**config.mk**
```make
export PLATFORM = sky130hd
export DESIGN_NAME = stage4_mem_access
export DESIGN_NICKNAME = d
export VERILOG_FILES = /design/src/rtl/stage4_mem_access.sv
export SDC_FILE = /design/constraint.sdc
export NUM_CORES = 1
export LEC_CHECK = 0
export BUFFER_PORTS_ARGS = -buffer_cell sky130_fd_sc_hd__buf_2
export CAP_MARGIN = 20
export CORE_ASPECT_RATIO = 0.9
export CORE_UTILIZATION = 40
export DETAILED_ROUTE_END_ITERATION = 8
export PLACE_DENSITY = 0.65
export SLEW_MARGIN = 0
export SYNTH_ARGS = -nofsm -noshare
export SYNTH_HDL_FRONTEND = slang
export SYNTH_SLANG_ARGS = --single-unit
```
**constraint.sdc**
```tcl
create_clock -name clk -period 4.3 [get_ports clk]
set_clock_uncertainty 0.2 [all_clocks]
set_input_delay 0.215 -clock clk [delete_from_list [all_inputs] [get_ports clk]]
set_output_delay 0.215 -clock clk [all_outputs]
set_load 0.05 [all_outputs]
```
**src/rtl/stage4_mem_access.sv**
```systemverilog
// Memory-access pipeline stage: turns an execute-stage op into at most one
// data-memory transaction and presents the result to writeback.
module stage4_mem_access (
    input  logic        clk,
    input  logic        rst_n,
    input  logic        ex_valid,
    input  logic [31:0] alu_result,
    input  logic [31:0] store_data,
    input  logic        mem_read,
    input  logic        mem_write,
    input  logic [2:0]  func3,
    input  logic [4:0]  rd,
    input  logic        reg_write,
    output logic        ex_ready,
    output logic        dmem_req,
    output logic        dmem_we,
    output logic [31:0] dmem_addr,
    output logic [3:0]  dmem_be,
    output logic [31:0] dmem_wdata,
    input  logic        dmem_ack,
    input  logic [31:0] dmem_rdata,
    output logic        wb_valid,
    input  logic        wb_ready,
    output logic [31:0] wb_data,
    output logic [4:0]  wb_rd,
    output logic        wb_reg_write,
    output logic        wb_err
);

    typedef enum logic [1:0] {
        IDLE     = 2'd0,
        MEM_WAIT = 2'd1,
        DONE     = 2'd2
    } state_t;

    state_t      state_q, state_d;
    logic        dmem_req_q, dmem_req_d;
    logic        dmem_we_q, dmem_we_d;
    logic [31:0] dmem_addr_q, dmem_addr_d;
    logic [3:0]  dmem_be_q, dmem_be_d;
    logic [31:0] dmem_wdata_q, dmem_wdata_d;
    logic        wb_valid_q, wb_valid_d;
    logic [31:0] wb_data_q, wb_data_d;
    logic [4:0]  wb_rd_q, wb_rd_d;
    logic        wb_reg_write_q, wb_reg_write_d;
    logic        wb_err_q, wb_err_d;
    logic [2:0]  func3_q, func3_d;
    logic [1:0]  addr_lo_q, addr_lo_d;
    logic        ex_ready_s;
    logic        accept_s;

    // Misalignment, unsupported sizes and contradictory read+write requests.
    function automatic logic is_illegal(input logic rd_f, input logic wr_f,
                                        input logic [2:0] f3, input logic [1:0] a);
        logic bad;
        bad = 1'b0;
        if (rd_f && wr_f) begin
            bad = 1'b1;
        end else begin
            case (f3)
                3'b000:  bad = 1'b0;
                3'b001:  bad = a[0];
                3'b010:  bad = (a != 2'b00);
                3'b100:  bad = wr_f;
                3'b101:  bad = wr_f | a[0];
                default: bad = 1'b1;
            endcase
        end
        return bad;
    endfunction

    function automatic logic [3:0] store_be(input logic [2:0] f3, input logic [1:0] a);
        logic [3:0] be;
        case (f3)
            3'b000:  be = 4'b0001 << a;
            3'b001:  be = a[1] ? 4'b1100 : 4'b0011;
            default: be = 4'b1111;
        endcase
        return be;
    endfunction

    function automatic logic [31:0] store_wdata(input logic [2:0] f3, input logic [31:0] sd);
        logic [31:0] w;
        case (f3)
            3'b000:  w = {4{sd[7:0]}};
            3'b001:  w = {2{sd[15:0]}};
            default: w = sd;
        endcase
        return w;
    endfunction

    function automatic logic [31:0] load_extend(input logic [2:0] f3, input logic [1:0] a,
                                                input logic [31:0] rdata);
        logic [7:0]  b;
        logic [15:0] h;
        logic [31:0] r;
        case (a)
            2'b00:   b = rdata[7:0];
            2'b01:   b = rdata[15:8];
            2'b10:   b = rdata[23:16];
            default: b = rdata[31:24];
        endcase
        h = a[1] ? rdata[31:16] : rdata[15:0];
        case (f3)
            3'b000:  r = {{24{b[7]}}, b};
            3'b001:  r = {{16{h[15]}}, h};
            3'b100:  r = {24'd0, b};
            3'b101:  r = {16'd0, h};
            default: r = rdata;
        endcase
        return r;
    endfunction

    assign ex_ready_s = (state_q == IDLE) || ((state_q == DONE) && wb_ready);
    assign accept_s   = ex_valid && ex_ready_s;

    // Next-state and next-output computation; a new op accepted in DONE overrides the return to IDLE.
    always_comb begin
        state_d        = state_q;
        dmem_req_d     = dmem_req_q;
        dmem_we_d      = dmem_we_q;
        dmem_addr_d    = dmem_addr_q;
        dmem_be_d      = dmem_be_q;
        dmem_wdata_d   = dmem_wdata_q;
        wb_valid_d     = wb_valid_q;
        wb_data_d      = wb_data_q;
        wb_rd_d        = wb_rd_q;
        wb_reg_write_d = wb_reg_write_q;
        wb_err_d       = wb_err_q;
        func3_d        = func3_q;
        addr_lo_d      = addr_lo_q;

        case (state_q)
            IDLE: begin
                state_d = IDLE;
            end
            MEM_WAIT: begin
                if (dmem_ack) begin
                    state_d    = DONE;
                    dmem_req_d = 1'b0;
                    wb_valid_d = 1'b1;
                    if (!dmem_we_q) begin
                        wb_data_d = load_extend(func3_q, addr_lo_q, dmem_rdata);
                    end else begin
                        wb_data_d = wb_data_q;
                    end
                end else begin
                    state_d = MEM_WAIT;
                end
            end
            DONE: begin
                if (wb_ready) begin
                    state_d    = IDLE;
                    wb_valid_d = 1'b0;
                end else begin
                    state_d = DONE;
                end
            end
            default: begin
                state_d    = IDLE;
                dmem_req_d = 1'b0;
                wb_valid_d = 1'b0;
            end
        endcase

        if (accept_s) begin
            func3_d   = func3;
            addr_lo_d = alu_result[1:0];
            wb_rd_d   = rd;
            wb_data_d = alu_result;
            if (!mem_read && !mem_write) begin
                state_d        = DONE;
                wb_valid_d     = 1'b1;
                wb_reg_write_d = reg_write;
                wb_err_d       = 1'b0;
            end else if (is_illegal(mem_read, mem_write, func3, alu_result[1:0])) begin
                state_d        = DONE;
                wb_valid_d     = 1'b1;
                wb_reg_write_d = 1'b0;
                wb_err_d       = 1'b1;
            end else begin
                state_d        = MEM_WAIT;
                wb_valid_d     = 1'b0;
                wb_reg_write_d = mem_read & reg_write;
                wb_err_d       = 1'b0;
                dmem_req_d     = 1'b1;
                dmem_we_d      = mem_write;
                dmem_addr_d    = {alu_result[31:2], 2'b00};
                dmem_be_d      = mem_write ? store_be(func3, alu_result[1:0]) : 4'b1111;
                dmem_wdata_d   = mem_write ? store_wdata(func3, store_data) : 32'd0;
            end
        end else begin
            func3_d = func3_q;
        end
    end

    // State and output registers; reset abandons any outstanding access.
    always_ff @(posedge clk or negedge rst_n) begin
        if (!rst_n) begin
            state_q        <= IDLE;
            dmem_req_q     <= 1'b0;
            dmem_we_q      <= 1'b0;
            dmem_addr_q    <= 32'd0;
            dmem_be_q      <= 4'd0;
            dmem_wdata_q   <= 32'd0;
            wb_valid_q     <= 1'b0;
            wb_data_q      <= 32'd0;
            wb_rd_q        <= 5'd0;
            wb_reg_write_q <= 1'b0;
            wb_err_q       <= 1'b0;
            func3_q        <= 3'd0;
            addr_lo_q      <= 2'd0;
        end else begin
            state_q        <= state_d;
            dmem_req_q     <= dmem_req_d;
            dmem_we_q      <= dmem_we_d;
            dmem_addr_q    <= dmem_addr_d;
            dmem_be_q      <= dmem_be_d;
            dmem_wdata_q   <= dmem_wdata_d;
            wb_valid_q     <= wb_valid_d;
            wb_data_q      <= wb_data_d;
            wb_rd_q        <= wb_rd_d;
            wb_reg_write_q <= wb_reg_write_d;
            wb_err_q       <= wb_err_d;
            func3_q        <= func3_d;
            addr_lo_q      <= addr_lo_d;
        end
    end

    assign ex_ready     = ex_ready_s;
    assign dmem_req     = dmem_req_q;
    assign dmem_we      = dmem_we_q;
    assign dmem_addr    = dmem_addr_q;
    assign dmem_be      = dmem_be_q;
    assign dmem_wdata   = dmem_wdata_q;
    assign wb_valid     = wb_valid_q;
    assign wb_data      = wb_data_q;
    assign wb_rd        = wb_rd_q;
    assign wb_reg_write = wb_reg_write_q;
    assign wb_err       = wb_err_q;

endmodule

```
==> impl_metrics.ini <==
[pwr]
worst_ir_drop_vdd_v = 0.000402
power.static_leakage_nw = 4.31
powerDensity_nw_per_um2 = 669

[sta]
maxSlewHeadroom = 0.308
timing.setup.tns_ns = 0
fmax_mhz = 296
worst_slew_pin_slew_ns = 1.04
final.min_clock_period_ns = 3.38
report.final.setup_viol = 0
ratio_of_final_minimum_period_to_clock_period = 0.787
final_critical_path_setup_slack_ns = 0.917
timing_max_transition_violations_final = 0
final_hold_viol_count = 0
grt_setup_unrepaired = false

[detailed_routing]
met2_wirelength_um = 9770
viasPerCell = 5.30
wl_met1_um = 8230
detailedRoute.firstPassIterationCount = 5
route.antenna.remaining_nets = 0
finalWirelength_um = 19900
routed_wire_length_per_instance_um = 17.8
via_count = 5934
met3WireLength_um = 1460
post-route-drc-count = 0
top_layer_used = met4
drt_iter0_drc = 448

[clocking]
numClockSinks = 115
number_of_h_tree_branching_levels = 4
clk-insertion-delay-late_ns = 0.42
cts_root_buf = sky130_fd_sc_hd__clkbuf_16
clk_pin_slew_ns = 0.05
clock_tree_from_tritoncts = yes
cts_made_buffers = 17
cts.repair.resized = 0
ctsLongestPathBuffers = 2

[layout]
post_route_cells_drive_above_1_share = 0.295
layout.filler_cells = 1162
finish.net_count = 1032
seq_area_um2 = 2880
multi_input_area_um2 = 2570
area_delta_synth_final_pct = 50.7
utilization = 0.629

[floorplan]
row_count = 40
fp.dieArea_um2 = 14700
io_pins = 223
core_area_um2 = 13600
initial_utilization = 0.417
die-height_um = 115
die_x_um = 128

[hold_path]
holdCritPathClass = in -> reg

[status]
outcome = complete, no violations

[critical_path]
worstSetupEndpointType = register
worstSetupPathType = reg -> reg
worstPathMaxFanout = 59
critical_path.cell_chain = inv_1 -> ha_1 -> a21oi_1 -> inv_1 -> nand2_2 -> o21ai_0 -> a21oi_1 -> dlygate4sd3_1
critical_path.max_stage_delay_ns = 0.80
cp_max_delay_cell = sky130_fd_sc_hd__nand2_2
worst-endpoint-arrival_ns = 3.54
startpoint_type = register
cp_data_required_time_ns = 4.45

[placement]
gp_routability_congestion = 0.868
place.detailed.hpwl_um = 13200
dp_slack_ns = 1.34
port-buffer-count = 220

[grt]
first_global_vias = 5983
global_router_s_overall_resource_usage = 0.275
initial_antenna_violation_count = 0
largest_net_degree_at_the_start_of_global_routing = 60
grt_overflow_total = 0
grt_first_pass_wirelength_um = 30600

[yosys]
yosysWarningCount = 0
synth_cell_type_count = 49
yosys_register_bits = 115
synth_sequential_area_ratio = 0.506
synth_async_sr_flop_share = 1.00
yosys_most_used_dff = sky130_fd_sc_hd__dfrtp_1
syn_inst = 608
mappedNetlistArea_um2 = 5680
number_of_enable_type_register_cells_in_the_synthesized_netlist = 0
synthesis.area_per_instance_um2 = 9.35

[flow_run]
max_cap_violations = 0
## cells in the final DEF, fill, tap and decap left out, types with 13 or more instances in the layout
cell type,n
sky130_fd_sc_hd__mux2i_1,35
sky130_fd_sc_hd__dfrtp_1,115
sky130_fd_sc_hd__a221oi_1,21
sky130_fd_sc_hd__buf_2,219
sky130_fd_sc_hd__nor2_1,41
sky130_fd_sc_hd__dlygate4sd3_1,103
sky130_fd_sc_hd__nand2_1,188
sky130_fd_sc_hd__inv_1,13
sky130_fd_sc_hd__clkbuf_16,17
sky130_fd_sc_hd__o21ai_0,25
sky130_fd_sc_hd__a21oi_1,23
## synthesized netlist by cell type (2+ instances only)
cell type | n | area share
sky130_fd_sc_hd__a22o_1 | 8 | 0.012
sky130_fd_sc_hd__buf_2 | 8 | 0.0070
sky130_fd_sc_hd__o21ai_0 | 25 | 0.022
sky130_fd_sc_hd__o221ai_1 | 6 | 0.0092
sky130_fd_sc_hd__ha_1 | 4 | 0.0088
sky130_fd_sc_hd__clkbuf_1 | 27 | 0.018
sky130_fd_sc_hd__inv_1 | 13 | 0.0086
sky130_fd_sc_hd__mux4_2 | 6 | 0.024
sky130_fd_sc_hd__o31ai_1 | 9 | 0.012
sky130_fd_sc_hd__o2111ai_1 | 8 | 0.012
sky130_fd_sc_hd__mux2i_1 | 35 | 0.062
sky130_fd_sc_hd__buf_4 | 3 | 0.0040
sky130_fd_sc_hd__nor2b_1 | 5 | 0.0055
sky130_fd_sc_hd__nor3_1 | 2 | 0.0018
sky130_fd_sc_hd__nand2b_1 | 3 | 0.0033
sky130_fd_sc_hd__dfrtp_1 | 115 | 0.51
sky130_fd_sc_hd__nor2_1 | 42 | 0.028
sky130_fd_sc_hd__a21oi_1 | 23 | 0.020
sky130_fd_sc_hd__nand3_1 | 5 | 0.0044
sky130_fd_sc_hd__a31oi_1 | 2 | 0.0022
sky130_fd_sc_hd__o32a_1 | 2 | 0.0035
sky130_fd_sc_hd__and3_1 | 6 | 0.0066
sky130_fd_sc_hd__and3b_1 | 2 | 0.0031
sky130_fd_sc_hd__buf_1 | 5 | 0.0033
sky130_fd_sc_hd__a221oi_1 | 21 | 0.032
sky130_fd_sc_hd__a221o_1 | 9 | 0.016
sky130_fd_sc_hd__o311ai_0 | 2 | 0.0031
sky130_fd_sc_hd__mux2_2 | 3 | 0.0059
sky130_fd_sc_hd__nand2_1 | 189 | 0.12
## repair_timing
| action | in CTS | in global routing |
|---|---|---|
| buffers inserted | 0 | 0 |
| hold buffers | 103 | 0 |
| setup endpoints to repair | 0 | 0 |
| hold endpoints to repair | 142 | 0 |
## where the power goes
| group | switching, mW | internal [mW] |
|---|---|---|
| Combinational | 1.93 | 0.676 |
| Sequential | 0.241 | 1.45 |
| Clock | 0.492 | 0.951 |
## worst paths after layout
| path | start | to | slack, ns | depth (start not counted) |
|---|---|---|---|---|
| setup / recovery | state_q[0] | wb_data[1] | 0.92 | 8 |
| max in group asynchronous | rst_n | dmem_be[0] | 2.77 | 3 |
| hold reg to reg | dmem_addr[16] | dmem_addr[16] | 0.27 | 2 |
| hold / removal | dmem_rdata[12] | wb_data[12] | 0.03 | 4 |
| setup reg to reg | state_q[0] | wb_data[1] | 0.92 | 8 |
| min in group asynchronous | rst_n | dmem_addr[25] | 0.11 | 2 |
## flip-flops by register name (all words and copies together) (netlist names), 2 cells and up
register and cells:
dmem_be 4, wb_rd 5, func3_q 3, wb_data 32, dmem_addr 30, state_q 2
addr_lo_q 2, dmem_wdata 32
## kinds of logic after synthesis
logic type,share of synthesized area
adders and majority gates,0.00881
muxes,0.0914
buffers and inverters,0.0434
AOI/OAI and AO/OA,0.164
xor gates and xnor gates,0.00154
other,0.000660
DFF,0.506
and+or+nand+nor,0.184
## routing by layer
metal  global-route usage  vias up
li1                     -     2751
met1                0.340     2869
met2                0.459      275
met3               0.0721       39
met4                0.121        0
met5                    0        -
## critical path: cells and delay by family (launching register included)
family	cells	cell delay (ns)
AND/OR/NAND/NOR	1	0.80
AO/OA/AOI/OAI	3	0.90
buffers and inverters	3	0.82
adder cells (fa/ha/maj)	1	0.23
flip-flops	1	0.37
## layout make-up
cell class | count | share of cell area
Sequential cell | 115 | 0.336
Multi-Input combinational cell | 436 | 0.300
Timing Repair Buffer | 332 | 0.259
Clock buffer | 22 | 0.0554
Tap cell | 189 | 0.0276
Clock inverter | 10 | 0.0152
Inverter | 14 | 0.00614
Antenna cell | 1 | 0.000292
## metrics by stage
step                hold slack (ns)  power, mW  std cells  area [um^2]
finish                       0.0264       5.73       1119         8560
global placement            0.00888       4.14        981         6890
floorplan                    -0.281       3.53        609         5690
detailed placement           0.0117       4.18        981         6890
CTS                         0.00271       5.72       1116         8530
global route                 0.0442       5.99       1118         8560
Power figures use the tool's default switching activity.
